===== config.mk =====
export PLATFORM = sky130hd
export DESIGN_NAME = bit_serializer
export DESIGN_NICKNAME = d
export VERILOG_FILES = /design/src/rtl/bit_serializer.sv
export SDC_FILE = /design/constraint.sdc
export NUM_CORES = 1
export LEC_CHECK = 0
export CAP_MARGIN = 20
export CORE_AREA = 8 8 56 58
export DETAILED_ROUTE_END_ITERATION = 7
export DIE_AREA = 0 0 64 66
export GPL_ROUTABILITY_DRIVEN = 1
export HOLD_SLACK_MARGIN = 0.15
export PLACE_DENSITY = 0.75
export SLEW_MARGIN = 20
export SYNTH_ARGS = -nofsm -noshare
export SYNTH_HDL_FRONTEND = slang
export SYNTH_SLANG_ARGS = --single-unit

===== constraint.sdc =====
create_clock -name Clock -period 2.3 [get_ports Clock]
set_input_delay 0.345 -clock Clock [delete_from_list [all_inputs] [get_ports Clock]]
set_output_delay 0.345 -clock Clock [all_outputs]
set_load 0.03 [all_outputs]

===== src/rtl/bit_serializer.sv =====
// bit_serializer
// Parallel-to-serial stimulus stage for the sequence detector's w input.
// A WIDTH-bit word is captured on an accepted Start and shifted out MSB
// first, one bit per enabled clock. Done pulses for one cycle after the
// last bit has been shifted out.
//
// Ports:
//   Clock   rising-edge clock
//   Resetn  synchronous active-low reset
//   Data    parallel word, sampled only on the Start-accept edge
//   Start   load request, accepted only when Ready is high
//   Enable  shift enable; low stalls the stream with all state held
//   Ready   high in idle, Start will be accepted
//   w       serial bit (shift-register MSB)
//   Valid   w carries a word bit that is consumed at this edge
//   Done    one-cycle pulse after the final bit
//   Count   bits remaining, including the bit currently on w
module bit_serializer #(
    parameter int unsigned WIDTH = 8
) (
    input  logic                         Clock,
    input  logic                         Resetn,
    input  logic [WIDTH-1:0]             Data,
    input  logic                         Start,
    input  logic                         Enable,
    output logic                         Ready,
    output logic                         w,
    output logic                         Valid,
    output logic                         Done,
    output logic [$clog2(WIDTH+1)-1:0]   Count
);

    localparam int unsigned CntW = $clog2(WIDTH + 1);

    typedef enum logic [1:0] {
        StIdle  = 2'b00,
        StShift = 2'b01,
        StDone  = 2'b10
    } state_e;

    state_e           state;
    logic [WIDTH-1:0] sr;
    logic [CntW-1:0]  cnt;

    always_ff @(posedge Clock) begin
        if (!Resetn) begin
            state <= StIdle;
            sr    <= '0;
            cnt   <= '0;
        end else begin
            case (state)
                StIdle: begin
                    if (Start) begin
                        sr    <= Data;
                        cnt   <= CntW'(WIDTH);
                        state <= StShift;
                    end
                end
                StShift: begin
                    // A low Enable freezes everything so no bit is lost.
                    if (Enable) begin
                        sr  <= {sr[WIDTH-2:0], 1'b0};
                        cnt <= cnt - CntW'(1);
                        if (cnt == CntW'(1)) begin
                            state <= StDone;
                        end
                    end
                end
                StDone: begin
                    state <= StIdle;
                    sr    <= '0;
                    cnt   <= '0;
                end
                // Unused encoding 2'b11 recovers to idle.
                default: begin
                    state <= StIdle;
                end
            endcase
        end
    end

    assign Ready = (state == StIdle);
    assign w     = sr[WIDTH-1];
    assign Valid = (state == StShift) & Enable;
    assign Done  = (state == StDone);
    assign Count = cnt;

endmodule


==> summary.md <==
| Metric | Value |
|---|---|
| Clock Latency Late Sink | `roughly 0.28 ns` |
| Period utilization | `89.5%` |
| Min Hold Slack | `about 0.47 ns` |
| Synth top area cells | `dfxtp_1 29%, ha_1 9.0%, a2111o_1 8.1%` |
| Yosys top cell area share | `~29%` |
| Clk buf depth | `2` |
| Sw Ratio | `around 44%` |
| Synthesized cell area | `just under 1000 µm²` |
| Worst Path Required | `between 1.5 and 2 ns` |
| Setup WS pre-CTS | `between 0.2 and 0.3 ns` |
| Final GP Congestion | `0.695` |
| P&R area growth vs syn | `17.8%` |
| Clock power share | `a little over a tenth` |
| Worst R2R Path Depth | `5` |
| DR DRC count | `0` |
| Site row count | `18` |
| Setup TNS | `0 ns` |
| Pwr/cell area | `~1100 nW/µm²` |
| Post-Syn Nets | `~130` |
| NumNets Final | `140` |
| Final Hold Viols | `0` |
| Rel. slew slack | `46.1%` |
| Startpoint types | `register` |
| GRT overflow | `0` |
| Yosys warns | `0` |
| Period minus WS final | `2.06 ns` |
| VDD IR-drop max | `~770 µV` |
| Sink Count | `14` |
| Netlist cell types | `29` |
| Cell count after synthesis | `about 110` |
| DR WL/cell | `14.5 µm` |
| Worst-path clk slew | `0.08 ns` |
| Largest net degree at the start of global routing | `26` |
| Die height | `66 µm` |
| Worst hold path depth | `2` |
| Critical Path Fanout Max | `4` |
| Crit. End Element | `primary output` |
| Max frequency | `486 MHz` |
| Arr. time, crit path | `around 1.7 ns` |
| Top-count cell post-synth | `dfxtp_1` |
| Max Cap Viol | `0` |
| Area leader, netlist | `dfxtp_1` |
| FF+latch count, synth | `14` |
| Fillers | `roughly 230` |
| Postcts setup bufs | `0` |
| HP Class | `register to register` |
| Global-route wire length before repair | `around 3600 µm` |
| # setup viols final | `0` |
| GRT Overall Usage | `roughly a tenth` |
| Vias in the first global route | `780` |
| ANT nets after route | `0` |
| Utilization after layout | `between 40% and 50%` |
| Async SR Flop Fraction | `0%` |
| Total CTS buffers | `3` |
| Unrepaired setup endpoints after global routing | `no` |
| Combinational power share | `between 60% and 70%` |
| Placeable core area | `approximately 2300 µm²` |
| Status | `finished, final reports clean` |
| PostCTS Resize Cnt | `0` |
| Setup ws final | `~0.24 ns` |
| CTS Hold Bufs | `0` |
| Leakage | `0.438 nW` |
| Port Buffers | `19` |
| Post-synth EDFFs | `0` |
| Worst-Margin Slew | `approximately 0.81 ns` |
| Ys flop type | `dfxtp_1` |
| 1st-iter DRT viols | `27` |
| Register Area | `between 200 and 300 µm²` |
| Ports | `20` |
| Hpwl dp | `1430 µm` |
| CTS tree | `built` |
| Via count | `858` |
| Root buf cell | `clkbuf_4` |
| Slowest-stage cell, CP | `clkdlybuf4s50_1` |
| Crit-path cells | `inv_1 -> ha_1 -> and2_1 -> clkdlybuf4s50_1` |
| Int Pwr | `~0.00072 W` |
| Die Footprint | `4220 µm²` |
| Syn avg cell area | `~9.0 µm²` |
| Initial antenna violation count | `0` |
| Kind of critical path | `register to primary output` |
| Post-synthesis sequential area ratio | `28.7%` |
| Area taken by multi-input logic gates | `between 500 and 600 µm²` |
| Commonest cells post-synth | `14 x dfxtp_1, 11 x a21oi_1, 10 x nand2b_1, 10 x o31ai_1` |
| CTS H-tree depth | `1` |
| Pre-antenna DRT Iters | `2` |
| Share of layout cells above drive strength 1 | `6.72%` |
| Net Sw Power | `0.000562 W` |
| Clock Skews | `0.00160 ns` |
| Vias/cell | `5.76` |
| Number of diodes | `0` |
| Die Span X | `roughly 64 µm` |
| CP peak stage delay | `~0.66 ns` |
| Fin. max-slew vios | `0` |
| Starting Density | `42.1%` |
| Drt total wl | `~2200 µm` |
| Flop pwr share | `approximately 29%` |
[state kept, by name (all words and copies together) (netlist names)]
register	cells
state	2
sr	8
Count	4
[metal layers]
layer	share of wire (%)	GRT usage, %
met3	6.5	3.90
met5	0	0
met1	48	12.4
met4	2.6	7.52
met2	42	15.4
[logic make-up after synthesis]
group | count (synthesis) | synth area share, %
compound gates | 33 | 26.6
fa+ha+maj | 7 | 8.96
buf+inv | 17 | 10.5
flops | 14 | 28.7
mux | 2 | 2.05
simple gates | 35 | 23.2
[worst paths after layout]
kind	start	to	slack, ns
worst max-delay path	state[1]$_SDFFE_PN0P_	Valid	0.24
worst min-delay path	sr[0]$_SDFFE_PN0P_	sr[0]$_SDFFE_PN0P_	0.47
worst max register to register	state[0]$_SDFFE_PN0P_	sr[6]$_SDFFE_PN0P_	0.44
worst min register to register	sr[0]$_SDFFE_PN0P_	sr[0]$_SDFFE_PN0P_	0.47
[power by group through the flow]
stage                     Sequential (W)  Clock [W]  Combinational (W)
after detailed placement        0.000373          0           0.000768
after CTS                       0.000367   0.000147           0.000773
after floorplan                 0.000403          0           0.000622
final                           0.000367   0.000138           0.000771
after global placement          0.000369          0           0.000753
after global routing            0.000377   0.000153           0.000842
[cells in the final DEF, fill, tap and decap left out, types with 2 or more instances in the layout]
cell type	netlist	routed
ha_1	7	7
or4_1	4	4
dfxtp_1	14	14
clkdlybuf4s50_1	0	19
a21oi_1	11	11
mux2i_1	2	2
o31ai_1	10	10
nand2b_1	10	10
nand3_1	7	7
inv_1	5	5
clkbuf_4	0	3
a2111o_1	7	7
nor2b_4	2	2
nand2_1	5	5
[worst max-delay path: cells and delay by family (launching register included)]
kind	cells	cell delay, ns
fa+ha+maj	1	0.20
buf+inv	2	0.76
simple gates	1	0.13
flops	1	0.34
[metrics by stage]
stage                     std cells  total power [W]  instance area (µm²)
after global placement          146          0.00112                 1130
after floorplan                 108          0.00103                  977
after global routing            149          0.00137                 1150
after detailed placement        146          0.00114                 1130
final                           149          0.00128                 1150
after CTS                       149          0.00129                 1150
[final cells by class]
class | count | area share (%)
tap | 30 | 3.26
sequential | 14 | 24.3
multi-input combinational | 77 | 51.6
inverter | 5 | 1.63
timing repair buffer | 20 | 17.2
clock buffer | 3 | 1.96
Power figures use the tool's default switching activity.
